==> src/rtl/cpu_types_pkg.sv <==
// Shared pipeline types for the 5-stage CPU.
//
// Contents:
//   regbits_t     - register-file index (5 bits)
//   hz_state_t    - hazard controller FSM state (RUN, LU_STALL, MEM_WAIT)
//   LU_STALL_MAX  - largest legal load-use bubble count
//   branch_taken  - resolves BEQ/BNE against the ALU zero flag
package cpu_types_pkg;

  localparam int REG_W        = 5;
  localparam int LU_STALL_MAX = 4;

  typedef logic [REG_W-1:0] regbits_t;

  typedef enum logic [1:0] {
    RUN      = 2'd0,
    LU_STALL = 2'd1,
    MEM_WAIT = 2'd2
  } hz_state_t;

  // BEQ is taken on zero, BNE on non-zero.
  function automatic logic branch_taken(input logic is_beq, input logic zero);
    return is_beq ? zero : ~zero;
  endfunction

endpackage

==> src/rtl/sat_counter.sv <==
// Saturating up-counter with synchronous clear.
//
// Ports:
//   clk   - rising-edge clock
//   clear - synchronous clear, dominates inc
//   inc   - add one this cycle unless already at all-ones
//   count - current value, sticks at 2^W-1
module sat_counter #(
  parameter int W = 32
) (
  input  logic         clk,
  input  logic         clear,
  input  logic         inc,
  output logic [W-1:0] count
);

  // Counting stops at all-ones so long runs never wrap back to small values.
  always_ff @(posedge clk) begin
    if (clear) begin
      count <= '0;
    end else if (inc && (count != '1)) begin
      count <= count + 1'b1;
    end
  end

endmodule

==> src/rtl/hazard_ctrl_unit.sv <==
// Central stall/flush controller for the 5-stage pipeline.
//
// Handles, in priority order: data-memory wait freezes, taken branch/jump
// flushes, load-use bubbles (LU_STALL_CYCLES per hazard) and fetch misses.
// All responses are combinational in the cycle the condition is seen; the
// FSM state and the performance counters update on the following edge.
//
// Ports:
//   CLK, RST                  - clock, synchronous active-high reset
//   ifid_rs/rt, ifid_uses_rt  - source operands of the IF/ID instruction
//   idex_rt, idex_dren        - destination and load flag of ID/EX
//   idex_jump/branch/beq      - control-flow kind of ID/EX
//   alu_zero                  - ALU zero flag for the ID/EX instruction
//   ihit                      - instruction fetch done this cycle
//   exmem_dmem_req, dhit      - data access outstanding / done
//   *_en, *_flush             - per-stage latch enables and NOP clears
//   stall_cnt, flush_cnt      - saturating stall and flush counters
//   hz_state                  - current FSM state for debug
module hazard_ctrl_unit
  import cpu_types_pkg::*;
#(
  parameter int LU_STALL_CYCLES = 1,
  parameter int CNT_W           = 32
) (
  input  logic             CLK,
  input  logic             RST,
  input  regbits_t         ifid_rs,
  input  regbits_t         ifid_rt,
  input  logic             ifid_uses_rt,
  input  regbits_t         idex_rt,
  input  logic             idex_dren,
  input  logic             idex_jump,
  input  logic             idex_branch,
  input  logic             idex_beq,
  input  logic             alu_zero,
  input  logic             ihit,
  input  logic             exmem_dmem_req,
  input  logic             dhit,
  output logic             pc_en,
  output logic             ifid_en,
  output logic             ifid_flush,
  output logic             idex_en,
  output logic             idex_flush,
  output logic             exmem_en,
  output logic             memwb_en,
  output logic [CNT_W-1:0] stall_cnt,
  output logic [CNT_W-1:0] flush_cnt,
  output hz_state_t        hz_state
);

  hz_state_t  state, state_nxt;
  logic [2:0] bub_cnt, bub_nxt;
  logic       lu_hit, ctl_taken, mem_wait;
  logic       run_mode;
  logic       stall_inc, flush_inc;

  // A load into $0 never creates a dependency; rt only matters when the
  // consumer actually reads it.
  assign lu_hit    = idex_dren && (idex_rt != '0) &&
                     ((idex_rt == ifid_rs) || (ifid_uses_rt && (idex_rt == ifid_rt)));
  assign ctl_taken = idex_jump || (idex_branch && branch_taken(idex_beq, alu_zero));
  assign mem_wait  = exmem_dmem_req && !dhit;

  // State register. bub_cnt holds the bubbles still owed, counting the one
  // being issued in the current LU_STALL cycle.
  always_ff @(posedge CLK) begin
    if (RST) begin
      state   <= RUN;
      bub_cnt <= '0;
    end else begin
      state   <= state_nxt;
      bub_cnt <= bub_nxt;
    end
  end

  // Next-state and output decode. LU_STALL and MEM_WAIT fall back to the
  // RUN decision (run_mode) once they are no longer holding the pipe, so the
  // RUN priority chain only exists once. Reset forces every enable and
  // flush low last so it overrides whatever the chain chose.
  always_comb begin
    pc_en      = 1'b1;
    ifid_en    = 1'b1;
    ifid_flush = 1'b0;
    idex_en    = 1'b1;
    idex_flush = 1'b0;
    exmem_en   = 1'b1;
    memwb_en   = 1'b1;
    state_nxt  = state;
    bub_nxt    = bub_cnt;
    stall_inc  = 1'b0;
    flush_inc  = 1'b0;
    run_mode   = 1'b0;

    unique case (state)
      RUN: begin
        run_mode = 1'b1;
      end
      LU_STALL: begin
        stall_inc = 1'b1;
        if (mem_wait) begin
          pc_en    = 1'b0;
          ifid_en  = 1'b0;
          idex_en  = 1'b0;
          exmem_en = 1'b0;
          memwb_en = 1'b0;
        end else begin
          pc_en      = 1'b0;
          ifid_en    = 1'b0;
          idex_flush = 1'b1;
          if (bub_cnt <= 3'd1) begin
            state_nxt = RUN;
            bub_nxt   = '0;
          end else begin
            bub_nxt = bub_cnt - 3'd1;
          end
        end
      end
      MEM_WAIT: begin
        if (!dhit) begin
          pc_en     = 1'b0;
          ifid_en   = 1'b0;
          idex_en   = 1'b0;
          exmem_en  = 1'b0;
          memwb_en  = 1'b0;
          stall_inc = 1'b1;
        end else begin
          run_mode = 1'b1;
        end
      end
      default: begin
        run_mode = 1'b1;
      end
    endcase

    if (run_mode) begin
      state_nxt = RUN;
      bub_nxt   = '0;
      if (mem_wait) begin
        pc_en     = 1'b0;
        ifid_en   = 1'b0;
        idex_en   = 1'b0;
        exmem_en  = 1'b0;
        memwb_en  = 1'b0;
        stall_inc = 1'b1;
        state_nxt = MEM_WAIT;
      end else if (ctl_taken) begin
        ifid_flush = 1'b1;
        idex_flush = 1'b1;
        flush_inc  = 1'b1;
      end else if (lu_hit) begin
        pc_en      = 1'b0;
        ifid_en    = 1'b0;
        idex_flush = 1'b1;
        stall_inc  = 1'b1;
        if (LU_STALL_CYCLES > 1) begin
          state_nxt = LU_STALL;
          bub_nxt   = 3'(LU_STALL_CYCLES - 1);
        end
      end else if (!ihit) begin
        pc_en      = 1'b0;
        ifid_flush = 1'b1;
        stall_inc  = 1'b1;
      end
    end

    if (RST) begin
      pc_en      = 1'b0;
      ifid_en    = 1'b0;
      ifid_flush = 1'b0;
      idex_en    = 1'b0;
      idex_flush = 1'b0;
      exmem_en   = 1'b0;
      memwb_en   = 1'b0;
    end
  end

  assign hz_state = state;

  sat_counter #(.W(CNT_W)) u_stall_cnt (
    .clk   (CLK),
    .clear (RST),
    .inc   (stall_inc),
    .count (stall_cnt)
  );

  sat_counter #(.W(CNT_W)) u_flush_cnt (
    .clk   (CLK),
    .clear (RST),
    .inc   (flush_inc),
    .count (flush_cnt)
  );

endmodule
==> config.mk <==
export PLATFORM = sky130hd
export DESIGN_NAME = hazard_ctrl_unit
export DESIGN_NICKNAME = d
export VERILOG_FILES = /design/src/rtl/cpu_types_pkg.sv /design/src/rtl/sat_counter.sv /design/src/rtl/hazard_ctrl_unit.sv
export SDC_FILE = /design/constraint.sdc
export NUM_CORES = 1
export LEC_CHECK = 0
export ABC_CLOCK_PERIOD_IN_PS = 2800
export BUFFER_PORTS_ARGS = -buffer_cell sky130_fd_sc_hd__buf_4
export CAP_MARGIN = 20
export CELL_PAD_IN_SITES_DETAIL_PLACEMENT = 0
export CELL_PAD_IN_SITES_GLOBAL_PLACEMENT = 2
export CORE_ASPECT_RATIO = 0.7
export CORE_MARGIN = 5
export CORE_UTILIZATION = 27
export CTS_CLUSTER_SIZE = 25
export DETAILED_ROUTE_END_ITERATION = 12
export PLACE_DENSITY = 0.76
export SYNTH_ARGS = -nofsm -noshare
export SYNTH_HDL_FRONTEND = slang
export SYNTH_HIERARCHICAL = 1
export SYNTH_SLANG_ARGS = --single-unit
==> constraint.sdc <==
create_clock -name CLK -period 2.8 [get_ports CLK]
set_input_delay 0.56 -clock CLK [delete_from_list [all_inputs] [get_ports CLK]]
set_output_delay 0.56 -clock CLK [all_outputs]
set_load 0.02 [all_outputs]
* Word-level counts from Yosys, hierarchy flattened *
Index checks and enable logic that the tools add are counted.

word-level totals
  register bits after elaboration = 69
  input bits = 26
  output and inout bits = 73
  word-level logic and storage cells = 80

cells by class
  add/sub/neg operators = 3
  $lt $le $gt $ge = 1
  equal/unequal tests = 7
  multiplexer cells = 47
  bitwise gates (word level) = 2
  reductions and logical operators = 16

operator list
  cell                                                             number
  adder 32 x 1 -> 32 bit (second input constant)                   2
  inequality test 32 bit (second input constant)                   2
  two-way mux 1 bit                                                38
  == test 5 bit                                                    2
  two-way mux 2 bit                                                5
  logical AND 1 bit                                                7
  case mux 1 bit (2 select lines)                                  3
  nonzero test 5 bit                                               1
  nonzero test 2 bit                                               2
  less-or-equal comparator 3 x 1 -> 1 bit (second input constant)  1
  two-way mux 3 bit                                                1
  AND reduction 3 bit                                              1
  subtractor 3 x 1 -> 3 bit (second input constant)                1
  == test 2 x 1 -> 1 bit (second input constant)                   1
  == test 2 bit (second input constant)                            1
  logical OR 1 bit                                                 2
  inequality test 2 x 1 -> 1 bit (second input constant)           1
  inverter 1 bit                                                   2
  AND reduction 2 bit                                              1
  OR reduction 2 bit                                               1
  logical NOT 1 bit                                                1

* Depth between registers and ports, before layout *
  depth after elaboration = 9
  gate-level depth with buffers = 10
  gate-level depth less buffers = 10

* Cells and area by module *
Netlist, hierarchy kept.

modules (own cells, without submodules)
  module                      instances  cells an instance  area an instance (µm²)  sequential area each (µm²)
  sat_counter at u_flush_cnt  1          199                1674.1                  640.6
  sat_counter at u_stall_cnt  1          195                1670.4                  640.6
  hazard_ctrl_unit            1          38                 281.5                   20.0

* Least setup slack after synthesis *
No wires, ideal clock.

  path type = input to register
  start point = input idex_beq
  end point = register u_flush_cnt.count[31]
  library setup time = 0.121 ns
  data arrival time = 2.578 ns
  data required time = 2.679 ns
  path slack = 0.102 ns
  stages = 8
  buffers on the path = 0
  cells stage by stage = xnor2_1 -> a21oi_1 -> nor2_1 -> nand4_1 -> nor4_2 -> nand4_1 -> nor4_1 -> mux2_2

on the way
  cells in the longest elaborated chain, start to end = 7

RTL lines
  item                    line                     source
  start: declaration      hazard_ctrl_unit.sv:34   input logic idex_beq,
  two-way mux 1 bit       cpu_types_pkg.sv:23      return is_beq ? zero : ~zero;
  logical AND 1 bit       hazard_ctrl_unit.sv:61   assign ctl_taken = idex_jump || (idex_branch && branch_taken(idex_beq, alu_zero));
  logical OR 1 bit        hazard_ctrl_unit.sv:61
  two-way mux 1 bit       hazard_ctrl_unit.sv:146  end else if (ctl_taken) begin
  two-way mux 1 bit       hazard_ctrl_unit.sv:138  if (mem_wait) begin
  two-way mux 1 bit       hazard_ctrl_unit.sv:135  if (run_mode) begin
  via flush_inc           hazard_ctrl_unit.sv:55   logic stall_inc, flush_inc;
  logical AND 1 bit       sat_counter.sv:21        end else if (inc && (count != '1)) begin
  end signal: assignment  sat_counter.sv:22        count <= count + 1'b1;
  end: declaration        sat_counter.sv:14        output logic [W-1:0] count

The timed path passes the listed nets, and every way through them passes these cells.
A chain may end at the register's enable or synchronous reset.

* Final worst setup path *
  start point = input idex_beq
  end point = register u_stall_cnt.count[31]

on the way
  cells in the longest elaborated chain, start to end = 7

RTL lines
  item                    line
  two-way mux 1 bit       cpu_types_pkg.sv:23
  logical AND 1 bit       hazard_ctrl_unit.sv:61
  logical OR 1 bit        hazard_ctrl_unit.sv:61
  two-way mux 1 bit       hazard_ctrl_unit.sv:146
  two-way mux 1 bit       hazard_ctrl_unit.sv:138
  two-way mux 1 bit       hazard_ctrl_unit.sv:135
  via stall_inc           hazard_ctrl_unit.sv:55
  logical AND 1 bit       sat_counter.sv:21
  end signal: assignment  sat_counter.sv:22
  end: declaration        sat_counter.sv:14

The timed path passes the listed nets, and every way through them passes these cells.

==> run_results.csv <==
group,metric,value,unit
die,die_width,149,um
placed_design,dp_slack,-0.0600,ns
clock_tree,hold_buffers,0,
power_and_ir_drop,power.density,440,nW/um^2
synthesis,synthFlopType,"dfxtp_1",
power_and_ir_drop,leakage,1.82,nW
timing,fin_crit,2.52,ns
grt,grt_pass1_vias,3458,
layout,final.fill_count,1380,
critical_path,cp-start-kind,"input pin",
synthesis,netlist_area,3630,sq um
power_and_ir_drop,vdd_drop_max,253,uV
power_and_ir_drop,swShare,0.235,
synthesis,syn_area_per_cell,8.39,sq um
power_and_ir_drop,p_int,1.65,mW
outcome,status,"complete, no violations",
synthesis,synthTopCellsByCount,"65 x dfxtp_1, 40 x a21oi_1, 39 x nor2_1, 26 x nand2_1, 24 x nand3_1",
timing,final-hold-violation-count,0,
clock_tree,cts_resized,0,
clock_tree,ctsLongestPathBuffers,2,
synthesis,synth_area_leaders,"dfxtp_1 36%, a21oi_1 5.5%, xnor2_1 4.6%",
layout,finish.instance_area,4900,sq um
synthesis,synthDominantCellAreaShare,0.359,
placed_design,portBuffers,97,
grt,grt_max_degree,72,
power_and_ir_drop,clkPwrFrac,0.480,
job,cap_violations,0,
drt,via_per_inst,5.25,
die,die_area,15900,sq um
power_and_ir_drop,combPwrFrac,0.081,
layout,layout.cells.non_filler,709,
synthesis,synth_top_area_cell,"dfxtp_1",
grt,grt.total_usage,0.139,
clock_tree,h-tree-depth,3,
grt,overflow,0,
drt,first_pass_iters,5,
timing,skew,0.00674,ns
die,rows,35,
clock_tree,cts_made_buffers,9,
timing,rsz0062_at_grt,"no",
layout,multi_input_area,2200,sq um
synthesis,yosysWarnings,6,
synthesis,synth_edf_count,0,
layout,syn2layout_area_growth,35.2,%
die,io_pins,99,
synthesis,ys_seq_elements,65,
synthesis,ys_seq_area_frac,0.359,
power_and_ir_drop,net-switching-power,507,uW
clock_tree,numClockSinks,65,
clock_tree,cts_setup_buffers,0,
critical_path,required,3.05,ns
layout,post-route-util,0.373,
die,die_h,107,um
critical_path,crit_fanout,4,
critical_path,cp-end-kind,"flop",
drt,drc,0,
placed_design,place_inst,695,
layout,regArea,1300,sq um
timing,hold-worst-slack,0.499,ns
timing,fin_crit_sh,0.899,
drt,dr_total_vias,3723,
placed_design,routabilityCongestion,0.797,
drt,ant_nets,0,
clock_tree,path_clk_slew,0.06,ns
drt,drt-total-wl,11.0,mm
timing,max_freq,0.397,GHz
placed_design,dpl_cell_area,4630,sq um
clock_tree,cts_tree,"yes",
grt,antenna_found_initial,0,
clock_tree,clk_latency,0.32,ns
timing,slew_violations,0,
timing,setup_viol,0,
synthesis,synth_most_common_cell,"dfxtp_1",
grt,grt_first_pass_wirelength,18.0,mm
synthesis,ys_types,61,
timing,relSlewSlack,0.485,
synthesis,synthCells,432,
layout,antenna_cells,0,
power_and_ir_drop,seq_power_share,0.439,
hold_path,hold_path_class,"reg2reg",
clock_tree,root_buffer,"clkbuf_16",
synthesis,synth-async-reset-ratio,0,
timing,worst_pin_slew,0.773,ns
critical_path,critPathKind,"in2reg",
layout,nNetsFinal,568,
synthesis,synth_nets,460,
drt,wire_per_inst,15.5,um
layout,drive_above_1_share,0.300,
timing,setup_ws,0.284,ns
die,start_util,0.276,
critical_path,cp_data_arrival_time,2.76,ns
placed_design,dp.final_hpwl,8.19,mm
drt,drt-initial-drc-count,261,
die,core_area,13100,sq um
-- registers in the layout, summed over array words and instances (netlist names) --
| register | count |
|---|---|
| hz_state | 1 |
| u_flush_cnt/count | 32 |
| u_stall_cnt/count | 32 |
-- placed cells by master, fill, tap and decap left out, types with 4 or more instances in the layout --
cell / count
buf_4: 121
dfxtp_1: 65
a21oi_1: 40
nor2_1: 39
nand2_1: 26
nand3_1: 24
or3_1: 23
o21ai_0: 20
xnor2_1: 19
nand4_1: 18
o31ai_1: 17
or4_1: 15
xor2_1: 11
clkbuf_16: 9
and3_1: 7
and4_1: 7
inv_1: 5
nor4_1: 5
nor2b_1: 4
-- cell families (layout without fill, tap and decap cells) --
group,count (synthesis),count (layout),synth area share
buffers and inverters,29,140,0.0369
adders and majority gates,2,2,0.00690
and+or+nand+nor,198,198,0.322
AOI/OAI and AO/OA,101,101,0.183
xor gates and xnor gates,30,30,0.0725
muxes,6,6,0.0190
DFF,65,65,0.359
other,1,1,0.00103
-- worst paths after layout --
path	from	to	slack (ns)	cells past startpoint
max	idex_beq	u_stall_cnt/count[31]	0.28	12
min	u_flush_cnt/count[15]	u_flush_cnt/count[15]	0.50	2
max reg2reg	u_flush_cnt/count[21]	u_flush_cnt/count[30]	0.45	5
min reg2reg	u_flush_cnt/count[15]	u_flush_cnt/count[15]	0.50	2
-- layout make-up --
type | count | area share
multi-input combinational | 338 | 0.448
sequential | 65 | 0.265
clock inverter | 3 | 0.00357
timing repair buffer | 121 | 0.185
tap | 166 | 0.0424
clock buffer | 11 | 0.0515
inverter | 5 | 0.00383
-- critical path: stages --
cell	delay, ns
buf_4	0.11
xnor2_1	0.14
a21oi_1	0.26
buf_4	0.18
o2111ai_2	0.13
o211ai_1	0.20
nand3_1	0.18
nor4_1	0.27
buf_4	0.19
nand3_1	0.10
or3_1	0.31
a21oi_1	0.14
-- power by group through the flow --
stage | Combinational [mW] | Sequential, mW | Clock (mW)
finish | 0.175 | 0.947 | 1.03
global route | 0.193 | 0.948 | 1.12
CTS | 0.178 | 0.947 | 1.07
detailed placement | 0.177 | 0.967 | 0
global placement | 0.175 | 0.967 | 0
floorplan | 0.0854 | 0.974 | 0
-- metal layers --
| metal | global-route usage | part of all wire |
|---|---|---|
| met4 | 0.0316 | 0.0082 |
| met5 | 0 | 0 |
| met3 | 0.0397 | 0.066 |
| met1 | 0.201 | 0.50 |
| met2 | 0.203 | 0.43 |
-- metrics by stage --
stage / power (mW) / TNS [ns]
finish: 2.16 / 0
global route: 2.26 / 0
CTS: 2.20 / 0
detailed placement: 1.14 / -0.0600
global placement: 1.14 / 0
floorplan: 1.06 / 0
No activity file was read; power rests on OpenSTA's default activity.
